`config.mk`:
```
export PLATFORM = sky130hd
export DESIGN_NAME = sram_to_sram_like_bridge
export DESIGN_NICKNAME = d
export VERILOG_FILES = /design/src/rtl/cpu_axi_pkg.sv /design/src/rtl/sram_to_sram_like_bridge_wen_to_size_addr.sv /design/src/rtl/sram_to_sram_like_bridge.sv
export SDC_FILE = /design/constraint.sdc
export NUM_CORES = 1
export LEC_CHECK = 0
export BUFFER_PORTS_ARGS = -buffer_cell sky130_fd_sc_hd__buf_2
export CORE_AREA = 2 2 81 83
export CTS_BUF_LIST = sky130_fd_sc_hd__clkbuf_8
export CTS_CLUSTER_DIAMETER = 100
export DETAILED_ROUTE_END_ITERATION = 7
export DIE_AREA = 0 0 83 85
export GPL_TIMING_DRIVEN = 0
export PLACE_DENSITY = 0.79
export SYNTH_ARGS = -nofsm -noshare
export SYNTH_HDL_FRONTEND = slang
export SYNTH_SLANG_ARGS = --single-unit
```
`constraint.sdc`:
```
create_clock -name clk -period 1.64 [get_ports clk]
set_input_delay 0.164 -clock clk [delete_from_list [all_inputs] [get_ports clk]]
set_output_delay 0.164 -clock clk [all_outputs]
set_load 0.01 [all_outputs]
```
`src/rtl/cpu_axi_pkg.sv`:
```
// Shared definitions for the SRAM-like side of the CPU AXI path:
// transfer-size encodings and the bridge FSM state type.
package cpu_axi_pkg;

    localparam logic [1:0] SIZE_BYTE = 2'd0;
    localparam logic [1:0] SIZE_HALF = 2'd1;
    localparam logic [1:0] SIZE_WORD = 2'd2;

    typedef enum logic [1:0] {
        IDLE = 2'd0,
        WAIT = 2'd1,
        DONE = 2'd2
    } bridge_state_t;

endpackage

```
`src/rtl/sram_to_sram_like_bridge_wen_to_size_addr.sv`:
```
// Byte-enable to transfer size / low address decoder for 32-bit stores.
// An all-zero enable is a word load; unsupported patterns are flagged as not legal.
module wen_to_size_addr
    import cpu_axi_pkg::*;
(
    input  logic [3:0] wen,
    output logic [1:0] size,
    output logic [1:0] offset,
    output logic       wr,
    output logic       legal
);

    always_comb begin
        size   = SIZE_WORD;
        offset = 2'b00;
        wr     = 1'b1;
        legal  = 1'b0;
        case (wen)
            4'b0001: begin size = SIZE_BYTE; offset = 2'b00; legal = 1'b1; end
            4'b0010: begin size = SIZE_BYTE; offset = 2'b01; legal = 1'b1; end
            4'b0100: begin size = SIZE_BYTE; offset = 2'b10; legal = 1'b1; end
            4'b1000: begin size = SIZE_BYTE; offset = 2'b11; legal = 1'b1; end
            4'b0011: begin size = SIZE_HALF; offset = 2'b00; legal = 1'b1; end
            4'b1100: begin size = SIZE_HALF; offset = 2'b10; legal = 1'b1; end
            4'b1111: begin size = SIZE_WORD; offset = 2'b00; legal = 1'b1; end
            4'b0000: begin wr = 1'b0; legal = 1'b1; end
            default: ;
        endcase
    end

endmodule

```
`src/rtl/sram_to_sram_like_bridge.sv`:
```
// Converts a one-cycle SRAM-style pipeline access into one SRAM-like
// req/addr_ok/data_ok transaction, stalling the pipeline until it completes.
module sram_to_sram_like_bridge
    import cpu_axi_pkg::*;
#(
    parameter int ADDR_W   = 32,
    parameter int DATA_W   = 32,
    parameter bit WRITE_EN = 1'b0
) (
    input  logic                  clk,
    input  logic                  rst_n,
    input  logic                  sram_en,
    input  logic [DATA_W/8-1:0]   sram_wen,
    input  logic [ADDR_W-1:0]     sram_addr,
    input  logic [DATA_W-1:0]     sram_wdata,
    output logic [DATA_W-1:0]     sram_rdata,
    output logic                  stall,
    input  logic                  longest_stall,
    output logic                  req,
    output logic                  wr,
    output logic [1:0]            size,
    output logic [ADDR_W-1:0]     addr,
    output logic [DATA_W-1:0]     wdata,
    input  logic                  addr_ok,
    input  logic                  data_ok,
    input  logic [DATA_W-1:0]     rdata
);

    if (DATA_W != 32) begin : g_width_check
        $error("sram_to_sram_like_bridge supports DATA_W = 32 only");
    end

    bridge_state_t     state_reg;
    logic              wr_lat_reg;
    logic              en_lat_reg;
    logic [DATA_W-1:0] rdata_reg;

    logic [1:0] dec_size;
    logic [1:0] dec_offset;
    logic       dec_wr;
    logic       dec_legal;
    logic       req_wr;

    wen_to_size_addr u_wen_dec (
        .wen    (sram_wen[3:0]),
        .size   (dec_size),
        .offset (dec_offset),
        .wr     (dec_wr),
        .legal  (dec_legal)
    );

    // Request attributes follow the pipeline inputs directly; they only matter while req is high.
    assign req_wr = WRITE_EN ? dec_wr : 1'b0;
    assign wr     = req_wr;
    assign size   = WRITE_EN ? dec_size : SIZE_WORD;
    assign addr   = WRITE_EN ? {sram_addr[ADDR_W-1:2], dec_offset} : sram_addr;
    assign wdata  = WRITE_EN ? sram_wdata : '0;

    // Gated by rst_n so both handshake outputs drop the moment reset is asserted.
    assign req        = rst_n & sram_en & (state_reg == IDLE);
    assign stall      = rst_n & sram_en & (state_reg != DONE);
    assign sram_rdata = rdata_reg;

    always_ff @(posedge clk or negedge rst_n) begin
        if (!rst_n) begin
            state_reg  <= IDLE;
            wr_lat_reg <= 1'b0;
            en_lat_reg <= 1'b0;
            rdata_reg  <= '0;
        end else begin
            if (WRITE_EN && sram_en && state_reg == IDLE) begin
                assert (dec_legal)
                    else $error("unsupported byte-enable pattern %b", sram_wen);
            end
            if (data_ok) begin
                assert (state_reg == WAIT || (state_reg == IDLE && sram_en && addr_ok))
                    else $error("data_ok with no outstanding transaction");
            end

            case (state_reg)
                IDLE: begin
                    if (sram_en && addr_ok) begin
                        wr_lat_reg <= req_wr;
                        en_lat_reg <= sram_en;
                        if (data_ok) begin
                            state_reg <= DONE;
                            if (!req_wr) begin
                                rdata_reg <= rdata;
                            end
                        end else begin
                            state_reg <= WAIT;
                        end
                    end
                end
                WAIT: begin
                    // The outstanding transaction must drain even if the pipeline gave up on it.
                    if (data_ok) begin
                        if (!wr_lat_reg) begin
                            rdata_reg <= rdata;
                        end
                        state_reg <= (sram_en && en_lat_reg) ? DONE : IDLE;
                    end
                end
                DONE: begin
                    if (!longest_stall) begin
                        state_reg <= IDLE;
                    end
                end
                default: state_reg <= IDLE;
            endcase
        end
    end

endmodule
```
# Yosys cells after proc, flatten, opt, wreduce, memory -nomap -nowiden
# Cells that the tools add are included.
[classes]
n_eq_ne = 7
muxes = 9
bitwise_logic = 3
reduce_logical = 7
[ops]
columns = ["operator", "count"]
rows = [
  ["2-to-1 mux 32 bit", 2],
  ["case mux 32 bit (2 select lines)", 1],
  ["2-to-1 mux 2 bit", 5],
  ["inequality test 2 bit, second input constant", 4],
  ["case mux 2 bit (3 select lines)", 1],
  ["AND reduction 4 bit", 1],
  ["bitwise AND 1 bit", 3],
  ["AND reduction 3 bit", 1],
  ["equality test 2 x 1 -> 1 bit, second input constant", 1],
  ["equality test 2 bit, second input constant", 1],
  ["logical AND 1 bit", 2],
  ["logical NOT 2 bit", 1],
  ["inequality test 2 x 1 -> 1 bit, second input constant", 1],
  ["AND reduction 2 bit", 1],
  ["nonzero test 2 bit", 1],
]
[word_totals]
ff_bits = 35
out_inout_bits = 101
wordCells = 29

# Depth between registers and ports, before layout
# Gate-level depths: netlist of run 1.
[logic_depth]
word_depth = 4
mapped_depth = 4

# Worst setup path after synthesis of run 1
# Ideal clock, no wire load.
[synth_timing]
path_type = "register to register"
startpoint = "reg state_reg[1]"
endpoint = "reg rdata_reg[13], in the netlist sram_rdata[13]"
setup_time_ns = 0.125
arrival_ns = 1.243
path_slack_ns = 0.273
path_stages_with_launch = 4
n_path_buf = 1
period_less_slack_ns = 1.367
cell_sequence = "dfrtp_1 -> nor3b_4 -> buf_6 -> mux2_2"
[synth_via]
elab_chain_cells = 3
word_cells_on_any_way = 8
cone_classes = "eq/ne (4); mux (1); reduce/logical (3)"
[synth_rtl]
columns = ["item", "line", "source"]
rows = [
  ["from (decl)", "sram_to_sram_like_bridge.sv:33", "bridge_state_t state_reg;"],
  ["from (signal assigned)", "sram_to_sram_like_bridge.sv:101", "state_reg <= (sram_en && en_lat_reg) ? DONE : IDLE;"],
  ["equality test 2 x 1 -> 1 bit / logical NOT 2 bit (equally long branches)", "sram_to_sram_like_bridge.sv:80", "case (state_reg)"],
  ["inequality test 2 bit (no source line), or another cell as far along", "-", ""],
  ["AND reduction 4 bit (no source line)", "-", ""],
  ["to (signal assigned)", "sram_to_sram_like_bridge.sv:88", "rdata_reg <= rdata;"],
  ["to (signal assigned)", "sram_to_sram_like_bridge.sv:99", "rdata_reg <= rdata;"],
  ["to (decl)", "sram_to_sram_like_bridge.sv:36", "logic [DATA_W-1:0] rdata_reg;"],
]
# Several ways; a longest one is shown, not always the timed one.
# A chain may end at the register's enable or synchronous reset.

# Worst setup path in the final report of run 1
[layout_timing]
startpoint = "reg state_reg[0]"
endpoint = "reg rdata_reg[11], in the netlist sram_rdata[11]"
# Same word-level chain as after synthesis.

==> results of run 1 <==
power by group:
part           internal (µW)  leakage [µW]  switching, µW
registers               1090      0.000411            104
logic                    504       0.00104            397
clock network            343     0.0000474            324
total                   1930       0.00150            826
per-layer routing:
metal	wire length [µm]	track usage, %
met1	1280	10.5
met2	1880	18.5
met3	425	4.28
met4	31	3.58
met5	0	0
layout by cell type (no fill, tap or decap), drive strengths merged:
cell type / count
o21ai: 1
clkinvlp: 1
a31o: 1
nand3: 1
and2b: 1
buf: 173
nor3b: 1
dfrtp: 35
nor3: 2
a21oi: 1
nand2: 2
conb: 35
mux2: 33
nor2: 2
clkbuf: 7
clkinv: 1
layout make-up:
cell class | instances | area (µm²)
fillers | 593 | 3490
multi-input cells | 80 | 582
clock inverters | 2 | 16.3
clock buffers | 6 | 82.6
plain buffers | 70 | 537
well taps | 77 | 96.3
repair buffers | 104 | 526
flip-flops and latches | 35 | 877
metrics by stage:
step / area, µm² / std cells / setup slack, ps / total power [µW]
floorplan: 1990 / 185 / 273 / 1750
global placement: 2610 / 365 / 119 / 2100
detailed placement: 2610 / 365 / 83.6 / 2130
CTS: 2710 / 373 / 63.4 / 2810
global route: 2720 / 374 / 36.6 / 2950
finish: 2720 / 374 / 130 / 2760
worst max-delay path, cell delays in order (launching register included):
cell and delay (ps):
dfrtp_2 410, a21oi_2 60, nor3b_4 360, buf_6 210, mux2_1 340
cells by family (layout without fill, tap and decap cells):
family	Yosys count	count (layout)	synth area share, %
compound gates	3	3	1.20
other cells	2	35	0.401
simple gates	9	9	3.01
buf+inv	70	182	28.7
flops	35	35	46.8
mux	33	33	19.9
repair_timing:
| action | CTS | global route |
|---|---|---|
| endpoints found under the hold margin | 32 | 35 |
| setup endpoints to repair | 0 | 2 |
| setup buffers | 0 | 1 |
| resized for setup | 0 | 2 |
worst max-delay path by stage:
stage | startpoint | endpoint | slack [ps]
finish | state_reg[0] | sram_rdata[11] | 130
detailed placement | state_reg[0] | sram_rdata[11] | 80
floorplan | state_reg[1] | sram_rdata[13] | 270
global placement | state_reg[0] | sram_rdata[20] | 120
global route | state_reg[0] | sram_rdata[11] | 40
CTS | state_reg[0] | sram_rdata[11] | 60
==> impl_metrics.csv, run 1 <==
group,metric,value,unit
timing,maxSlewViolCount,0,
setup_path,worstPathMaxFanout,10,
timing,setup_viol,0,
layout,syn2layout_area_growth,45.2,%
drt,drt-initial-drc-count,8,
grt,grt_max_degree,37,
pwr,max-vdd-ir-drop,0.379,mV
grt,grt_pass1_vias,1304,
timing,final_hold_viol_count,35,
drt,routed_wl,3.62,mm
yosys,synth-edff-count,0,
grt,grt_overflow_total,0,
timing,finClkSkew,7.95,ps
yosys,netlist_top_cells_area,"dfrtp_1 (47%), buf_4 (27%), mux2_2 (19%), buf_6 (1.8%), mux2_1 (1.2%)",
yosys,synth.top_cell.area_share,46.8,%
clock_tree,clock_sinks,35,
drt,antenna_left,0,
floorplan,fp.dieH,85,µm
timing,post-route-period-util,92.1,%
drt,drc,0,
yosys,ys_ff_latch,35,
yosys,yosys_warnings,0,
floorplan,core_area,0.00620,mm²
yosys,ys_top_cells_by_count,"buf_4 (67), dfrtp_1 (35), mux2_2 (31)",
setup_path,worstSetupEndpointType,"register",
placement,gp_congestion,0.660,
layout,drive_gt1_share,73.1,%
setup_path,path_class,"reg2reg",
clock_tree,cts_buffers,5,
yosys,ys_seq_area_share,46.8,%
yosys,synth_area,0.00187,mm²
clock_tree,path_clk_slew,80,ps
yosys,synth_most_common_cell,"buf_4",
placement,port_buffers,103,
yosys,synth_cell_types,15,
pwr,p_per_area,1020,mW/mm²
layout,utilization,43.8,%
setup_path,critPathLaunchType,"register",
timing,timing.hold.ws,-141,ps
drt,vias_per_cell,3.79,
floorplan,start_util,30.1,%
timing,rsz0062_at_grt,"false",
floorplan,num_rows,29,
layout,layout.nets,402,
clock_tree,clockBufferDepth,2,
flow_run,cap_violations,0,
setup_path,reg2reg_depth,4,
setup_path,cp.arrival,1670,ps
floorplan,die_area,0.00706,mm²
floorplan,io_pins,207,
status,status,"finished with violations",
timing,max_freq,662,MHz
setup_path,reg2reg_to,"sram_rdata[11]",
yosys,synthArstFlopShare,100,%
yosys,syn_inst,152,
timing,tns,0,ps
yosys,syn_avg_cell_area,12.3,µm²
clock_tree,cts_htree_levels,2,
drt,detail_route.first_pass.iterations,2,
clock_tree,worstSkewPairLatency,280,ps
clock_tree,cts_root_buf,"clkbuf_8",
hold_path,hold_path.class,"in2async",
grt,track_usage,10.2,%
layout,diodes,0,
setup_path,timing.rr.start,"state_reg[0]",
setup_path,crit_required,1800,ps
drt,via_count,1419,
status,failed_checks,"hold timing",
pwr,leakagePower,0.00150,µW
yosys,synth_top_flop_cell,"dfrtp_1",
layout,largest_register_ff_count,32,
setup_path,r2r_slack,130,ps
floorplan,dieWidth,83,µm
yosys,yosysTopAreaCell,"dfrtp_1",
grt,grt_pass1_wl,5.81,mm
drt,wl_per_cell,9.67,µm
grt,antenna_found_initial,0,
timing,fin_crit,1510,ps
clock_tree,cts_tree,"yes",
No activity file was read; power rests on OpenSTA's default activity.
==> inputs of run 2 (changes only) <==
==> constraint.sdc (replaced) <==
create_clock -name clk -period 1.64 [get_ports clk]
set_input_delay 0.246 -clock clk [delete_from_list [all_inputs] [get_ports clk]]
set_output_delay 0.246 -clock clk [all_outputs]
set_load 0.01 [all_outputs]
==> impl_metrics.csv, run 2 (synthesized netlist as in run 1, its figures left out) <==
group,metric,value,unit
layout,multi_input_area,582,µm²
drt,via_count,1441,
clock_tree,clock_sinks,35,
setup_path,path_class,"reg2reg",
drt,drc,0,
drt,drt-initial-drc-count,9,
setup_path,critPathLaunchType,"register",
drt,routed_wl,3.80,mm
placement,port_buffers,103,
grt,antenna_found_initial,0,
layout,drive_gt1_share,73.0,%
grt,grt_max_degree,37,
floorplan,core_area,0.00620,mm²
layout,syn2layout_area_growth,47.9,%
placement,gp_congestion,0.660,
pwr,seq_power_share,43.0,%
setup_path,crit_required,1800,ps
timing,fin_crit,1510,ps
timing,tns,0,ps
layout,layout_commonest_cell,"buf_2",
floorplan,start_util,30.1,%
timing,final_hold_viol_count,0,
floorplan,fp.dieH,85,µm
timing,finClkSkew,6.97,ps
drt,vias_per_cell,3.82,
timing,maxSlewViolCount,0,
pwr,switching_share,29.9,%
pwr,max-vdd-ir-drop,0.379,mV
placement,dp_cells,365,
flow_run,cap_violations,0,
setup_path,cp.arrival,1670,ps
floorplan,io_pins,207,
drt,wl_per_cell,10.1,µm
pwr,power_switching,829,µW
timing,post-route-period-util,92.1,%
setup_path,worstSetupEndpointType,"register",
clock_tree,cts_buffers,5,
placement,place_area,0.00261,mm²
grt,grt_pass1_wl,5.81,mm
layout,largest_register_ff_count,32,
layout,fillers,591,
drt,detail_route.first_pass.iterations,4,
layout,final_cells,377,
clock_tree,clockBufferDepth,2,
drt,antenna_left,0,
layout,diodes,0,
pwr,p_int,1950,µW
clock_tree,cts_root_buf,"clkbuf_8",
layout,stdcell_area,0.00277,mm²
hold_path,hold_path.class,"in2async",
pwr,total_power,2780,µW
clock_tree,cts_tree,"yes",
floorplan,die_area,0.00706,mm²
clock_tree,path_clk_slew,80,ps
timing,rsz0062_at_grt,"false",
timing,max_freq,662,MHz
layout,seq_area,877,µm²
timing,setup_viol,0,
floorplan,dieWidth,83,µm
floorplan,num_rows,29,
pwr,p_clk_share,23.9,%
pwr,p_per_area,1000,mW/mm²
layout,final_cell_mix,"buf_2 (102), buf_4 (68), conb_1 (35)",
grt,track_usage,10.2,%
pwr,leakagePower,0.00152,µW
layout,layout.nets,405,
pwr,combPwrFrac,33.1,%
setup_path,worstPathMaxFanout,10,
status,status,"completed",
grt,grt_pass1_vias,1304,
clock_tree,cts_htree_levels,2,
clock_tree,worstSkewPairLatency,290,ps
grt,grt_overflow_total,0,
## run 2: cell types whose count changed in the layout (fill, tap and decap cells not counted)
cell / previous run / this run
dlygate4sd3_1: 0 / 1
buf_12: 0 / 2
## run 2: repair_timing
| action | 4_1_cts | 5_1_grt |
|---|---|---|
| setup endpoints to repair | 0 | 3 |
| hold buffers | 0 | 3 |
| endpoints found under the hold margin | 0 | 29 |
| buffers inserted | 0 | 1 |
| resized for setup | 0 | 2 |
## run 2: final cells by class
class / count / share of cell area [%]
repair buffers: 107 / 20.8
clock inverters: 2 / 0.588
clock buffers: 6 / 2.99
multi-input cells: 80 / 21.0
plain buffers: 70 / 19.4
flip-flops and latches: 35 / 31.7
well taps: 77 / 3.48
## run 2: stage by stage
| stage | utilization (%) | hold WS [ps] | setup WS, ps |
|---|---|---|---|
| after floorplan | - | -49.6 | 273 |
| after global placement | 42.0 | 375 | 36.2 |
| after detailed placement | 42.0 | 381 | 19.5 |
| after CTS | 43.6 | 64.9 | 5.96 |
| after global routing | 44.6 | 34.0 | 36.6 |
| final | 44.6 | 30.6 | 129 |
## run 2: per-layer routing
metal | track usage (%) | vias up | part of all wire (%)
met5 | 0 | - | 0
met4 | 3.58 | 0 | 0.82
met3 | 4.28 | 4 | 12
met2 | 18.5 | 100 | 52
met1 | 10.5 | 645 | 35
li1 | - | 692 | -
## run 2: power groups by stage
| stage | clock network (µW) | logic [µW] | registers, µW |
|---|---|---|---|
| floorplan | 0 | 430 | 1320 |
| global placement | 0 | 896 | 1200 |
| detailed placement | 0 | 913 | 1210 |
| CTS | 702 | 914 | 1200 |
| global route | 737 | 996 | 1230 |
| finish | 665 | 918 | 1190 |
## run 2: critical path: stages, from the launching register on
cell and delay [ps]:
dfrtp_2 410, a21oi_2 60, nor3b_4 360, buf_6 210, mux2_1 340
## run 2: final timing paths
kind	start	endpoint	slack [ps]	depth (start not counted)
max reg2reg	state_reg[0]	sram_rdata[11]	130	4
min	rst_n	sram_rdata[23]	30	3
max in group asynchronous	rst_n	sram_rdata[14]	900	2
max	state_reg[0]	sram_rdata[11]	130	4
min reg2reg	sram_rdata[12]	sram_rdata[12]	480	1
min in group clk	data_ok	state_reg[0]	150	2
==> inputs of run 3 (changes only) <==
CORE_AREA = 2 2 80 82   (was 2 2 81 83)
DIE_AREA = 0 0 82 84   (was 0 0 83 85)
PLACE_DENSITY = 0.83   (was 0.79)
SKIP_LAST_GASP = 1   (was default)
clock period = 1.3 ns   (was 1.64 ns; I/O delays follow)
==> impl_metrics.csv, run 3 (synthesized netlist as in run 1, its figures left out) <==
group,metric,value,unit
status,status,"finished with violations",
status,failed_checks,"hold timing, setup timing",
timing,finClkSkew,12.2,ps
clock_tree,cts_root_buf,"clkbuf_8",
setup_path,worstSetupEndpointType,"register",
grt,grt_pass1_vias,1301,
clock_tree,cts_tree,"yes",
setup_path,crit_required,1460,ps
setup_path,critPathLaunchType,"register",
grt,grt_use_met2,21.0,%
flow_run,cap_violations,0,
setup_path,timing.rr.start,"state_reg[1]",
placement,gp_congestion,0.663,
clock_tree,clockBufferDepth,2,
pwr,total_power,3680,µW
drt,drt-initial-drc-count,23,
hold_path,hold_path.class,"in2async",
grt,grtUsageMet3,4.00,%
clock_tree,path_clk_slew,70,ps
placement,dp_hpwl,3.03,mm
grt,grt_pass1_wl,5.86,mm
layout,largest_register_ff_count,32,
setup_path,crit_chain,"nor3b_4, buf_6, buf_12, mux2_2",
drt,via_count,1437,
timing,final_hold_viol_count,35,
grt,track_usage,11.3,%
layout,drive_gt1_share,73.8,%
timing,maxSlewViolCount,0,
layout,fillers,583,
timing,post-route-period-util,110,%
drt,routed_wl,3.92,mm
floorplan,io_pins,207,
floorplan,dieWidth,82,µm
pwr,leakagePower,0.00159,µW
placement,port_buffers,103,
grt,grt_max_degree,37,
setup_path,worstPathMaxFanout,10,
grt,top_usage_layer,"met2",
timing,setup_slack,-133,ps
timing,max_freq,698,MHz
drt,wl_per_cell,10.4,µm
grt,antenna_found_initial,0,
floorplan,core_area,0.00610,mm²
timing,timing.hold.ws,-137,ps
drt,vias_per_cell,3.79,
grt,grt_overflow_total,0,
setup_path,cp_slowest_cell,"dfrtp_2",
clock_tree,cts_htree_levels,2,
clock_tree,cts_buffers,5,
setup_path,reg2reg_depth,4,
floorplan,num_rows,29,
layout,diodes,0,
floorplan,start_util,30.7,%
layout,syn2layout_area_growth,52.1,%
timing,setup_viol,34,
placement,dp_cells,365,
pwr,max-vdd-ir-drop,0.563,mV
layout,layout_commonest_cell,"buf_2",
setup_path,reg2reg_to,"sram_rdata[1]",
layout,final_cell_mix,"buf_2 (102), buf_4 (73), conb_1 (35)",
timing,fin_crit,1430,ps
pwr,p_per_area,1290,mW/mm²
floorplan,die_area,0.00689,mm²
drt,detail_route.first_pass.iterations,4,
setup_path,r2r_slack,-130,ps
timing,rsz0062_at_grt,"true",
setup_path,slowest_delay,440,ps
layout,layout.nets,408,
drt,drc,0,
placement,post-place-ws,-279,ps
layout,final_cells,379,
clock_tree,clock_sinks,35,
floorplan,fp.dieH,84,µm
setup_path,cp.arrival,1590,ps
clock_tree,worstSkewPairLatency,280,ps
grt,met1_usage,10.5,%
drt,antenna_left,0,
setup_path,path_class,"reg2reg",
## run 3: changes by cell type in the layout (fill, tap and decap cells not counted), moves of 2 or more
cell,before,now
mux2_4,0,10
buf_6,3,1
mux2_1,2,0
mux2_2,31,23
buf_4,68,73
## run 3: how the worst max path moves through the flow
stage	slack, ps	start	depth (start not counted)	endpoint
final	-130	state_reg[1]	4	sram_rdata[1]
after CTS	-110	state_reg[0]	5	sram_rdata[23]
after global placement	-210	state_reg[1]	3	sram_rdata[1]
after floorplan	-70	state_reg[1]	3	sram_rdata[13]
after detailed placement	-280	rst_n	4	req
after global routing	-180	state_reg[0]	5	sram_rdata[3]
## run 3: what timing repair did
action	in CTS	in global routing
buffers inserted	5	1
gates cloned	0	1
gates resized for setup	5	13
pin swaps	1	1
endpoints found under the hold margin	35	35
setup endpoints to repair	34	34
## run 3: final cells by class
| class | instances | area [µm²] | share of cell area [%] |
|---|---|---|---|
| Sequential cell | 35 | 877 | 30.8 |
| Multi-Input combinational cell | 80 | 619 | 21.8 |
| Timing Repair Buffer | 110 | 592 | 20.8 |
| Buffer | 70 | 558 | 19.6 |
| Tap cell | 77 | 96.3 | 3.39 |
| Clock buffer | 5 | 68.8 | 2.42 |
| Clock inverter | 2 | 33.8 | 1.19 |
## run 3: worst max-delay path, delay by kind of cell, from the launching register on
family / cells / cell delay, ps
mux: 1 / 330
buf+inv: 2 / 310
flops: 1 / 440
simple gates: 1 / 220
## run 3: stage by stage
| stage | utilization [%] | area [µm²] | TNS [ps] | hold WS, ps |
|---|---|---|---|---|
| 6_report | 46.7 | 2850 | -3690 | -137 |
| 5_1_grt | 46.7 | 2850 | -5430 | -115 |
| 4_1_cts | 45.3 | 2760 | -3040 | -131 |
| 3_5_place_dp | 42.8 | 2610 | -6300 | 335 |
| 3_3_place_gp | 42.8 | 2610 | -6490 | 317 |
| 2_1_floorplan | - | 1990 | -1990 | -101 |
## run 3: power breakdown
part           internal (µW)  switching, µW
clock network            554            354
logic                    728            534
registers               1370            135
total                   2660           1020
## run 3: layer usage
metal	wire length, µm	vias up
met5	0	-
met4	68	0
met3	417	7
met2	2180	96
met1	1260	637
li1	-	697
